File: src/rtl/stage_sequencer_if.sv
// Handshake bundle between the stage sequencer and its environment.
// With STAGE_SEQ_PERF_EN defined the bundle also carries stall_cycles.
interface stage_sequencer_if;
   logic        run;
   logic        fetch_ready;
   logic        mem_ready;
   logic [5:0]  opcode_in;
   logic [5:0]  func_in;
   logic        enable_fetch;
   logic        enable_decode;
   logic        enable_execute;
   logic        enable_memory;
   logic        enable_writeback;
   logic        pc_write;
   logic        busy;
   logic [31:0] insn_retired;
`ifdef STAGE_SEQ_PERF_EN
   logic [31:0] stall_cycles;
`endif

   modport master (
      output run, fetch_ready, mem_ready, opcode_in, func_in,
      input  enable_fetch, enable_decode, enable_execute, enable_memory, enable_writeback,
      input  pc_write, busy, insn_retired
`ifdef STAGE_SEQ_PERF_EN
      , input stall_cycles
`endif
   );

   modport slave (
      input  run, fetch_ready, mem_ready, opcode_in, func_in,
      output enable_fetch, enable_decode, enable_execute, enable_memory, enable_writeback,
      output pc_write, busy, insn_retired
`ifdef STAGE_SEQ_PERF_EN
      , output stall_cycles
`endif
   );
endinterface

File: src/rtl/stage_sequencer.sv
// Multi-cycle fetch/decode/execute/memory/writeback sequencer, one instruction at a time.
// Define STAGE_SEQ_PERF_EN to add the stall_cycles performance counter.
module stage_sequencer #(
   parameter int unsigned MULDIV_CYCLES = 4,
   parameter int unsigned ALU_CYCLES    = 1
) (
   input logic              clock,
   input logic              reset_n,
   stage_sequencer_if.slave bus
);

   typedef enum logic [2:0] {
      StIdle, StFetch, StDecode, StExecute, StMemory, StWriteback
   } state_e;

   typedef enum logic [1:0] {ClsNowrite, ClsLoad, ClsStore, ClsWrite} cls_e;

   localparam logic [3:0] MulLast = 4'(MULDIV_CYCLES - 1);
   localparam logic [3:0] AluLast = 4'(ALU_CYCLES - 1);

   state_e      state_q;
   cls_e        cls_q;
   logic [3:0]  cnt_q;
   logic        exec_first_q;
   logic [31:0] retired_q;

   cls_e        cur_cls;
   logic [3:0]  cur_cnt;
   logic        retire;

   function automatic logic is_muldiv(logic [5:0] op, logic [5:0] fn);
      return (op == 6'b000000) && (fn[5:2] == 4'b0110);
   endfunction

   function automatic cls_e classify(logic [5:0] op, logic [5:0] fn);
      cls_e c;
      unique case (op)
         6'b100011, 6'b100000, 6'b100100: c = ClsLoad;
         6'b101011, 6'b101000:            c = ClsStore;
         6'b000100, 6'b000101, 6'b000111, 6'b000010: c = ClsNowrite;
         6'b000011:                       c = ClsWrite;
         6'b000000: c = ((fn == 6'b001000) || is_muldiv(op, fn)) ? ClsNowrite : ClsWrite;
         // Immediate ALU group (ADDI..LUI) writes a register; anything else is unknown
         default:   c = (op[5:3] == 3'b001) ? ClsWrite : ClsNowrite;
      endcase
      return c;
   endfunction

   function automatic state_e end_state(logic run);
      return run ? StFetch : StIdle;
   endfunction

   // opcode/func are only valid in the first EXECUTE cycle; later cycles use the latched copy
   always_comb begin
      cur_cls = exec_first_q ? classify(bus.opcode_in, bus.func_in) : cls_q;
      cur_cnt = exec_first_q ? (is_muldiv(bus.opcode_in, bus.func_in) ? MulLast : AluLast)
                             : cnt_q;
      retire  = 1'b0;
      unique case (state_q)
         StExecute:   retire = (cur_cnt == 4'd0) && (cur_cls == ClsNowrite);
         StMemory:    retire = bus.mem_ready && (cls_q == ClsStore);
         StWriteback: retire = 1'b1;
         default:     retire = 1'b0;
      endcase
   end

   always_ff @(posedge clock or negedge reset_n) begin
      if (!reset_n) begin
         state_q      <= StIdle;
         cls_q        <= ClsNowrite;
         cnt_q        <= 4'd0;
         exec_first_q <= 1'b0;
         retired_q    <= 32'd0;
      end else begin
         exec_first_q <= 1'b0;
         if (retire) retired_q <= retired_q + 32'd1;
         unique case (state_q)
            StIdle:  if (bus.run) state_q <= StFetch;
            StFetch: if (bus.fetch_ready) state_q <= StDecode;
            StDecode: begin
               state_q      <= StExecute;
               exec_first_q <= 1'b1;
            end
            StExecute: begin
               if (exec_first_q) cls_q <= cur_cls;
               if (cur_cnt != 4'd0) begin
                  cnt_q <= cur_cnt - 4'd1;
               end else begin
                  cnt_q <= 4'd0;
                  unique case (cur_cls)
                     ClsLoad, ClsStore: state_q <= StMemory;
                     ClsWrite:          state_q <= StWriteback;
                     default:           state_q <= end_state(bus.run);
                  endcase
               end
            end
            StMemory: begin
               if (bus.mem_ready) begin
                  state_q <= (cls_q == ClsLoad) ? StWriteback : end_state(bus.run);
               end
            end
            StWriteback: state_q <= end_state(bus.run);
            default:     state_q <= StIdle;
         endcase
      end
   end

   assign bus.enable_fetch     = (state_q == StFetch);
   assign bus.enable_decode    = (state_q == StDecode);
   assign bus.enable_execute   = (state_q == StExecute);
   assign bus.enable_memory    = (state_q == StMemory);
   assign bus.enable_writeback = (state_q == StWriteback);
   assign bus.busy             = (state_q != StIdle);
   assign bus.pc_write         = retire;
   assign bus.insn_retired     = retired_q;

`ifdef STAGE_SEQ_PERF_EN
   logic [31:0] stall_q;
   logic        stall_now;

   assign stall_now = ((state_q == StFetch)   && !bus.fetch_ready) ||
                      ((state_q == StMemory)  && !bus.mem_ready)   ||
                      ((state_q == StExecute) && (cur_cnt != 4'd0));

   always_ff @(posedge clock or negedge reset_n) begin
      if (!reset_n) begin
         stall_q <= 32'd0;
      end else if (stall_now) begin
         stall_q <= stall_q + 32'd1;
      end
   end

   assign bus.stall_cycles = stall_q;
`endif

endmodule

File: src/flat_wrapper.sv
// flat-port wrapper written by rule: the top's interface ports become plain ports
module stage_sequencer_flat 
#(
   parameter int unsigned MULDIV_CYCLES = 4,
   parameter int unsigned ALU_CYCLES    = 1
)
  (clock, reset_n, bus_run, bus_fetch_ready, bus_mem_ready, bus_opcode_in, bus_func_in, bus_enable_fetch, bus_enable_decode, bus_enable_execute, bus_enable_memory, bus_enable_writeback, bus_pc_write, bus_busy, bus_insn_retired);
  stage_sequencer_if bus_i ();
  input logic clock;
  input logic reset_n;
  input wire logic [$bits(bus_i.run)-1:0] bus_run;
  input wire logic [$bits(bus_i.fetch_ready)-1:0] bus_fetch_ready;
  input wire logic [$bits(bus_i.mem_ready)-1:0] bus_mem_ready;
  input wire logic [$bits(bus_i.opcode_in)-1:0] bus_opcode_in;
  input wire logic [$bits(bus_i.func_in)-1:0] bus_func_in;
  output wire logic [$bits(bus_i.enable_fetch)-1:0] bus_enable_fetch;
  output wire logic [$bits(bus_i.enable_decode)-1:0] bus_enable_decode;
  output wire logic [$bits(bus_i.enable_execute)-1:0] bus_enable_execute;
  output wire logic [$bits(bus_i.enable_memory)-1:0] bus_enable_memory;
  output wire logic [$bits(bus_i.enable_writeback)-1:0] bus_enable_writeback;
  output wire logic [$bits(bus_i.pc_write)-1:0] bus_pc_write;
  output wire logic [$bits(bus_i.busy)-1:0] bus_busy;
  output wire logic [$bits(bus_i.insn_retired)-1:0] bus_insn_retired;
  assign bus_i.run = bus_run;
  assign bus_i.fetch_ready = bus_fetch_ready;
  assign bus_i.mem_ready = bus_mem_ready;
  assign bus_i.opcode_in = bus_opcode_in;
  assign bus_i.func_in = bus_func_in;
  assign bus_enable_fetch = bus_i.enable_fetch;
  assign bus_enable_decode = bus_i.enable_decode;
  assign bus_enable_execute = bus_i.enable_execute;
  assign bus_enable_memory = bus_i.enable_memory;
  assign bus_enable_writeback = bus_i.enable_writeback;
  assign bus_pc_write = bus_i.pc_write;
  assign bus_busy = bus_i.busy;
  assign bus_insn_retired = bus_i.insn_retired;
  stage_sequencer #(.MULDIV_CYCLES(MULDIV_CYCLES), .ALU_CYCLES(ALU_CYCLES)) u_core (.clock(clock), .reset_n(reset_n), .bus(bus_i));
endmodule
File: config.mk
export PLATFORM = sky130hd
export DESIGN_NAME = stage_sequencer_flat
export DESIGN_NICKNAME = d
export VERILOG_FILES = /design/src/rtl/stage_sequencer_if.sv /design/src/rtl/stage_sequencer.sv /design/src/flat_wrapper.sv
export SDC_FILE = /design/constraint.sdc
export NUM_CORES = 1
export LEC_CHECK = 0
export CAP_MARGIN = 10
export CORE_MARGIN = 5
export CORE_UTILIZATION = 35
export DETAILED_ROUTE_END_ITERATION = 8
export DONT_BUFFER_PORTS = 1
export GPL_TIMING_DRIVEN = 1
export PLACE_DENSITY = 0.61
export SYNTH_ARGS = -nofsm -noshare
export SYNTH_HDL_FRONTEND = slang
export SYNTH_SLANG_ARGS = --single-unit
export TNS_END_PERCENT = 5
File: constraint.sdc
create_clock -name clock -period 4.9 [get_ports clock]
set_input_delay 0.735 -clock clock [delete_from_list [all_inputs] [get_ports clock]]
set_output_delay 0.735 -clock clock [all_outputs]
set_load 0.005 [all_outputs]
# After elaboration in Yosys (flattened, before gate mapping)
# Index checks and enable logic that the tools add are counted.
dict set report totals {
  reg_bits 42
  output_inout_bits 39
  in_bits 17
  word_cells 67
}
dict set report classes {
  add_sub_neg 2
  n_mux 17
  n_reduce_logical 16
  eq_ne 27
}
# op n
set op_table {}
lappend op_table {{$add A32 B1 Y32 const B} 1}
lappend op_table {{$eq A6 B6 Y1 const B} 5}
lappend op_table {{$eq A6 B3 Y1 const B} 3}
lappend op_table {{$pmux W3 S6} 1}
lappend op_table {{$mux W3} 5}
lappend op_table {{$eq A6 B2 Y1 const B} 2}
lappend op_table {{$pmux W2 S5} 1}
lappend op_table {{$mux W2} 4}
lappend op_table {{$mux W4} 2}
lappend op_table {{$ne A2 B2 Y1 const B} 4}
lappend op_table {{$eq A2 B2 Y1 const B} 3}
lappend op_table {{$eq A3 B1 Y1 const B} 2}
lappend op_table {{$eq A3 B2 Y1 const B} 2}
lappend op_table {{$eq A3 B3 Y1 const B} 2}
lappend op_table {{$eq A6 B4 Y1 const B} 1}
lappend op_table {{$logic_not A6 Y1} 1}
lappend op_table {{$pmux W3 S2} 1}
lappend op_table {{$eq A2 B1 Y1 const B} 2}
lappend op_table {{$eq A4 B3 Y1 const B} 1}
lappend op_table {{$logic_not A4 Y1} 1}
lappend op_table {{$reduce_and A4 Y1} 1}
lappend op_table {{$reduce_bool A4 Y1} 1}
lappend op_table {{$reduce_or A2 Y1} 2}
lappend op_table {{$reduce_or A4 Y1} 1}
lappend op_table {{10 further kinds} 13}

# Logic depth before layout (Yosys ltp)
# Gate-level depths: netlist of run 1.
dict set report depth {
  depth_word 11
  ltp_mapped 9
  ltp_nobuf 8
}

# Worst setup path after synthesis of run 1
# Ideal clock, no wire load.
dict set report synth_timing {
  path_type {input to output}
  start {input bus_opcode_in[3]}
  end {output bus_pc_write}
  t_required_ns 4.165
  path_stages 6
  t_arrival_ns 2.267
  slack_ns 1.898
  cell_sequence {or4b_4 -> a2111oi_4 -> o311a_2 -> a21oi_2 -> inv_1 -> buf_2}
}
dict set report synth_via {
  elab_chain_cells 9
}
# item line
set synth_lines {}
lappend synth_lines {{start: declaration} flat_wrapper.sv:14} ;# input wire logic [$bits(bus_i.opcode_in)-1:0] bus_opcode_in;
lappend synth_lines {{$logic_not A6 Y1} {stage_sequencer.sv:32, stage_sequencer.sv:37}}
lappend synth_lines {{$logic_and A1 B1 Y1} stage_sequencer.sv:32} ;# return (op == 6'b000000) && (fn[5:2] == 4'b0110);
lappend synth_lines {{$logic_or A1 B1 Y1} stage_sequencer.sv:42} ;# 6'b000000: c = ((fn == 6'b001000) || is_muldiv(op, fn)) ? ClsNowrite : ClsWrite;
lappend synth_lines {{$mux W2} stage_sequencer.sv:42}
lappend synth_lines {{$pmux W2 S5} stage_sequencer.sv:37} ;# unique case (op)
lappend synth_lines {{$mux W2} stage_sequencer.sv:55} ;# cur_cls = exec_first_q ? classify(bus.opcode_in, bus.func_in) : cls_q;
lappend synth_lines {{$logic_not A2 Y1} stage_sequencer.sv:60} ;# StExecute: retire = (cur_cnt == 4'd0) && (cur_cls == ClsNowrite);
lappend synth_lines {{$logic_and A1 B1 Y1 (*)} stage_sequencer.sv:60}
lappend synth_lines {{$pmux W1 S3 (*)} stage_sequencer.sv:59} ;# unique case (state_q)
lappend synth_lines {{end: declaration} flat_wrapper.sv:21} ;# output wire logic [$bits(bus_i.pc_write)-1:0] bus_pc_write;
# Every way passes the cells marked *; elsewhere a longest branch is shown, timed or not.

# Final worst setup path of run 1
# Ends and elaborated chain as after synthesis.

==> metrics, run 1 <==
run status finished, final reports clean; CTS Hold Bufs 0; CP Launch Type input pin; area of the core 6350 um2; Worst path slowest cell or4b_4; Crit path largest cell delay 0.55 ns; vias in the first global route 1693; measured slew at the worst slew-check pin 0.622 ns; largest cells by area after synthesis dfrtp_1, xnor2_1, xor2_1, nand2_1, nand4_1; routed wire length per instance 16.7 um; IO Count 56; worst-skew pair later-pin latency 0.30 ns; # H-tree levels 2; Async SR Flop Fraction 1.00; Pwr Density 420 nW/um2; register area share after synthesis 0.462; post-CTS setup buffers 0; Post-synth EDFFs 0; fin crit share 0.728; critical-path cell list or4b_4 -> nor3_1 -> nor3_1 -> a21oi_2 -> inv_1; largest net degree at the start of global routing 43; Vias 1706; Post-Syn Area 2270 um2; required time of the critical path 4.16 ns; Gate Count Post-Synth 231; most frequent cell after synthesis dfrtp_1; WP buf/inv 1; Util after Layout 0.381; Lkg Pwr 0.902 nW; CP Capture Type primary output; Root Driver clkbuf_8; post-route antenna net violation count 0; nets 249; grt ovf 0; Fmax 280 MHz; Worst VDD drop 259 uV; row cnt 29; vias per cell 5.52; Die Wd 90.6 um; Crit Path Max Fanout 16; Data arrival, critical path 2.83 ns; post-synth top area share 0.462; top cell type by total area after synthesis dfrtp_1; RSZ-0062 raised after global routing no; Worst Hold Class input pin to async pin; Fin Setup TNS 0 ns; minimum clock period 3.57 ns; drt total wl 5160 um; first-pass GRT wire length 8700 um; prevailing post-synth register cell dfrtp_1; Detailed Place HPWL 3770 um; most used cell, CP nor3_1; clk buf depth 2; Yosys cell types 47; WS Path Type input pin to primary output; Synthesized Nets 249; Slew headroom 0.580; initial core utilization 0.358; critical path's top delay family simple AND/OR/NAND/NOR gates; synthesis warning total 0; Maximum Capacitance Violations 0; GRT Util Overall 0.128; global placement routability congestion 0.804; synthesized flop and latch total 42; TritonCTS clock tree built; Final Non-Filler Cells 309; final setup fails 0; area grow syn2layout 6.49%; share of layout cells above drive strength 1 0.0690; Num CTS Buffers 5; I/O Buffers 0; Fin. Hold Viols 0; Post-Syn Area per Cell 9.85 um2; Synth top cells by count dfrtp_1, xnor2_1, nand2_1; Reg clk slew, reported paths 0.08 ns; DRC viols 0; Antenna Cells 0; first drt pass iteration count 4; Final Skew 0.0107 ns; First DRT Iteration DRCs 62; initial antenna violation count 0; DIE HEIGHT 90.6 um; Slew Viols, Final 0; # resized after CTS 0; clock sinks 42; Die Area 8210 um2; Cell Count Post-Placement 301
sequential cells by signal, summed over array words and instances (netlist names):
signal and cells:
u_core.state_q 3, u_core.exec_first_q 1, u_core.cls_q 2, u_core.bus.insn_retired 32, u_core.cnt_q 4
layer usage:
layer	global-route usage	up-vias	part of all wire
met4	0.0385	0	0.010
li1	-	835	-
met5	0	-	0
met1	0.162	820	0.44
met2	0.199	44	0.47
met3	0.0558	7	0.086
path summary, 6_finish.rpt:
kind | depth (start not counted) | start | slack [ns] | to
max | 5 | bus_opcode_in[3] | 1.33 | bus_pc_write
min | 0 | reset_n | 0.13 | u_core.cls_q[1]$_DFFE_PN0P_
max reg2reg | 7 | u_core.exec_first_q$_DFF_PN0_ | 2.21 | u_core.bus.insn_retired[3]$_DFFE_PN0P_
min reg2reg | 1 | u_core.bus.insn_retired[31]$_DFFE_PN0P_ | 0.50 | u_core.bus.insn_retired[31]$_DFFE_PN0P_
max in group asynchronous | 0 | reset_n | 4.68 | u_core.bus.insn_retired[0]$_DFFE_PN0P_
min in group clock | 1 | u_core.bus.insn_retired[31]$_DFFE_PN0P_ | 0.50 | u_core.bus.insn_retired[31]$_DFFE_PN0P_
cells in the final DEF (no fill, tap or decap), types with 2 or more instances in the layout:
cell / instances
xor2_1: 13
nand3_1: 12
inv_1: 8
nor4_1: 7
nand4_1: 10
and2_1: 3
dfrtp_1: 42
o22a_1: 2
mux2_2: 2
xnor2_1: 19
clkbuf_8: 5
nor3_1: 12
or2_2: 2
nor3b_1: 4
nor2_1: 14
o21ai_0: 5
and4_1: 4
a21oi_1: 9
nand3b_1: 4
or4_1: 5
nand2b_1: 3
nor2b_1: 4
nand2_1: 18
cell families after synthesis:
group                    share of synthesized area
AND/OR/NAND/NOR                              0.263
multiplexers                                0.0143
adder cells (fa/ha/maj)                    0.00550
flip-flops                                   0.462
AO/OA/AOI/OAI                                0.103
XOR/XNOR                                     0.123
buffers and inverters                       0.0286
stage by stage:
stage / worst slack (ns) / hold slack, ns / total power [mW] / area, um2
floorplan: 1.90 / 0.439 / 0.745 / 2270
CTS: 1.31 / 0.113 / 1.03 / 2420
global route: 1.11 / 0.102 / 1.10 / 2420
global placement: 1.32 / 0.441 / 0.797 / 2340
detailed placement: 1.30 / 0.441 / 0.806 / 2340
finish: 1.33 / 0.127 / 1.02 / 2420
area by class of cell:
class	count	area [um2]
Multi-Input combinational cell	174	1160
Fill cell	625	3930
Inverter	8	30.0
Sequential cell	42	1050
Tap cell	77	96.3
Clock buffer	6	72.6
Clock inverter	2	13.8
power breakdown:
group	switching [mW]	internal, mW
Clock	0.122	0.101
Combinational	0.161	0.125
Sequential	0.109	0.400
Total	0.392	0.626
Power figures use the tool's default switching activity.
==> run 2: changes to the inputs <==
--- a/config.mk
+++ b/config.mk
@@ -11,7 +11,7 @@
 export DETAILED_ROUTE_END_ITERATION = 8
 export DONT_BUFFER_PORTS = 1
 export GPL_TIMING_DRIVEN = 1
-export PLACE_DENSITY = 0.61
+export PLACE_DENSITY = 0.63
 export SYNTH_ARGS = -nofsm -noshare
 export SYNTH_HDL_FRONTEND = slang
 export SYNTH_SLANG_ARGS = --single-unit
==> constraint.sdc (replaced) <==
create_clock -name clock -period 3.05 [get_ports clock]
set_input_delay 0.4575 -clock clock [delete_from_list [all_inputs] [get_ports clock]]
set_output_delay 0.4575 -clock clock [all_outputs]
set_load 0.005 [all_outputs]
==> run 2 against run 1 <==
Flip-flop and latch count unchanged. Via count increased by 2.5%. Count of clock-buffer cells in the layout unchanged. Sequential power increased by 53%. Utilization increased by 2.0 points. Final cell count increased by 2.3%. Critical path depth increased by 1. Clock skew increased by 0.00094 ns. Die area unchanged. Global-route usage increased by 0.19 points. Worst hold slack improved by 0.26 ns. Worst setup slack got worse by 0.85 ns. Critical path type is now register to primary output.
==> metrics, run 2 (synthesis gave the netlist of run 1 again) <==
required time of the critical path 2.59 ns (was 4.16 ns); number of flip-flops in the largest register 32 (unchanged); TritonCTS clock tree built (unchanged); Detailed Place HPWL 3700 um (was 3770 um); drt total wl 5210 um (was 5160 um); RSZ-0062 raised after global routing no (unchanged); post-CTS setup buffers 0 (unchanged); global placement routability congestion 0.735 (was 0.804); hold path startpoint bus_mem_ready; Final Skew 0.0116 ns (was 0.0107 ns); Crit Path Max Fanout 16 (unchanged); Antenna Cells 0 (unchanged); CP startpoint u_core.state_q[1]$_DFFE_PN0P_ (was bus_opcode_in[3]); vias per cell 5.53 (was 5.52); sequential share of power 0.413 (was 0.500); initial core utilization 0.358 (unchanged); area grow syn2layout 11.9% (was 6.49%); first-pass GRT wire length 8940 um (was 8700 um); Die Wd 90.6 um (unchanged); Hold Path Stages 3; # H-tree levels 2 (unchanged); Maximum Capacitance Violations 0 (unchanged); initial antenna violation count 0 (unchanged); Worst path slowest cell dfrtp_1 (was or4b_4); final setup fails 0 (unchanged); Fmax 390 MHz; I/O Buffers 0 (unchanged); GRT Util Overall 0.130 (was 0.128); internal power 1.22 mW (was 0.626 mW); DIE HEIGHT 90.6 um (unchanged); row cnt 29 (unchanged); Root Driver clkbuf_8 (unchanged); First DRT Iteration DRCs 119 (was 62); grt ovf 0 (unchanged); Slew Viols, Final 0 (unchanged); routed wire length per instance 16.5 um (was 16.7 um); largest net degree at the start of global routing 43 (unchanged); most common cell after layout, fill and taps aside dfrtp_1 (unchanged); Worst VDD drop 398 uV (was 259 uV); Lkg Pwr 0.965 nW (was 0.902 nW); CP Launch Type register (was input pin); CP Capture Type primary output (unchanged); vias in the first global route 1745 (was 1693); worst-skew pair later-pin latency 0.30 ns (about the same); share of layout cells above drive strength 1 0.0962 (was 0.0690); clk buf depth 2 (unchanged); Clk network pwr share 0.294 (was 0.219); area of the core 6350 um2 (unchanged); measured slew at the worst slew-check pin 0.568 ns (was 0.622 ns); Reg clk slew, reported paths 0.09 ns (was 0.08 ns); Slew headroom 0.618 (was 0.580); minimum clock period 2.57 ns; Worst Hold Class input pin to register (was input pin to async pin); DRC viols 0 (unchanged); Vias 1749 (was 1706); clock sinks 42 (unchanged); Fin. Hold Viols 0 (unchanged); first drt pass iteration count 4 (unchanged); r2r startpoint u_core.state_q[1]$_DFFE_PN0P_ (was u_core.exec_first_q$_DFF_PN0_); nets 256 (was 249); Die Area 8210 um2 (unchanged); Crit path largest cell delay 0.54 ns (was 0.55 ns); # resized after CTS 0 (unchanged); switching share of power 0.352 (was 0.385); dpl cell area 2370 um2 (was 2340 um2); length in cells of the worst reg-to-reg path 8 (was 7); commonest non-fill, non-tap cells in the layout dfrtp_1, xnor2_1, nand2_1 (unchanged); Comb power frac 0.292 (was 0.281); Num CTS Buffers 5 (unchanged); most used cell, CP inv_1 (was nor3_1); post-route antenna net violation count 0 (unchanged); fin crit share 0.841; Finished Cell Area 2550 um2 (was 2420 um2); WS Path Type register to primary output (was input pin to primary output); Sw Pwr 0.664 mW (was 0.392 mW); IO Count 56 (unchanged); Data arrival, critical path 2.11 ns (was 2.83 ns); critical-path cell list nand3b_1 -> inv_1 -> nand4b_1 -> nand2_1 -> a21oi_2 -> inv_1 (was or4b_4 -> nor3_1 -> nor3_1 -> a21oi_2 -> inv_1); run status finished, final reports clean (unchanged); Pwr Density 741 nW/um2 (was 420 nW/um2); Fin Setup TNS 0 ns (unchanged)
-- run 2: per-layer routing --
layer  up-vias  routed length, um  global-route usage  share of wire
met4         0                 87              0.0434          0.017
met2        39               2350               0.188           0.45
li1        850                  -                   -              -
met5         -                  0                   0              0
met1       852               2420               0.180           0.46
met3         8                353              0.0475          0.068
-- run 2: metrics by stage --
| step | setup WS (ns) | utilization | power, mW | std cells | hold WS [ns] |
|---|---|---|---|---|---|
| 6_report | 0.484 | 0.401 | 1.89 | 316 | 0.385 |
| 5_1_grt | 0.236 | 0.401 | 2.01 | 316 | 0.408 |
| 4_1_cts | 0.473 | 0.401 | 1.90 | 316 | 0.381 |
| 3_5_place_dp | 0.420 | 0.374 | 1.33 | 306 | 0.163 |
| 3_3_place_gp | 0.494 | 0.374 | 1.31 | 306 | 0.163 |
| 2_1_floorplan | 0.603 | - | 1.20 | 231 | 0.162 |
-- run 2: worst paths after layout --
path,to,slack [ns]
max reg2reg,u_core.bus.insn_retired[24]$_DFFE_PN0P_,0.53
min,u_core.state_q[2]$_DFFE_PN0P_,0.38
max in group asynchronous,u_core.bus.insn_retired[20]$_DFFE_PN0P_,2.22
min in group asynchronous,u_core.bus.insn_retired[16]$_DFFE_PN0P_,0.62
max,bus_pc_write,0.48
min reg2reg,u_core.bus.insn_retired[28]$_DFFE_PN0P_,0.52
-- run 2: power groups by stage --
stage	logic, mW	clock network, mW	registers (mW)
after CTS	0.557	0.561	0.779
after global routing	0.631	0.576	0.802
after detailed placement	0.536	0	0.790
final	0.551	0.555	0.780
after global placement	0.527	0	0.786
after floorplan	0.455	0	0.741
-- run 2: cell type report --
class                      instances  area (um2)
fill                             629        3800
multi-input combinational        174        1160
sequential                        42        1050
tap                               77        96.3
clock buffer                       6        82.6
timing repair buffer               7        67.6
clock inverter                     2        60.1
inverter                           8        30.0
-- run 2: worst max-delay path, delay by kind of cell (launching register included) --
| family | cells | cell delay, ns |
|---|---|---|
| AOI/OAI and AO/OA | 1 | 0.05 |
| buffers and inverters | 2 | 0.66 |
| and+or+nand+nor | 3 | 0.55 |
| DFF | 1 | 0.54 |
-- run 2: timing repair --
item / CTS / global route
hold buffers: 2 / 0
setup endpoints to repair: 0 / 0
hold endpoints to repair: 42 / 0
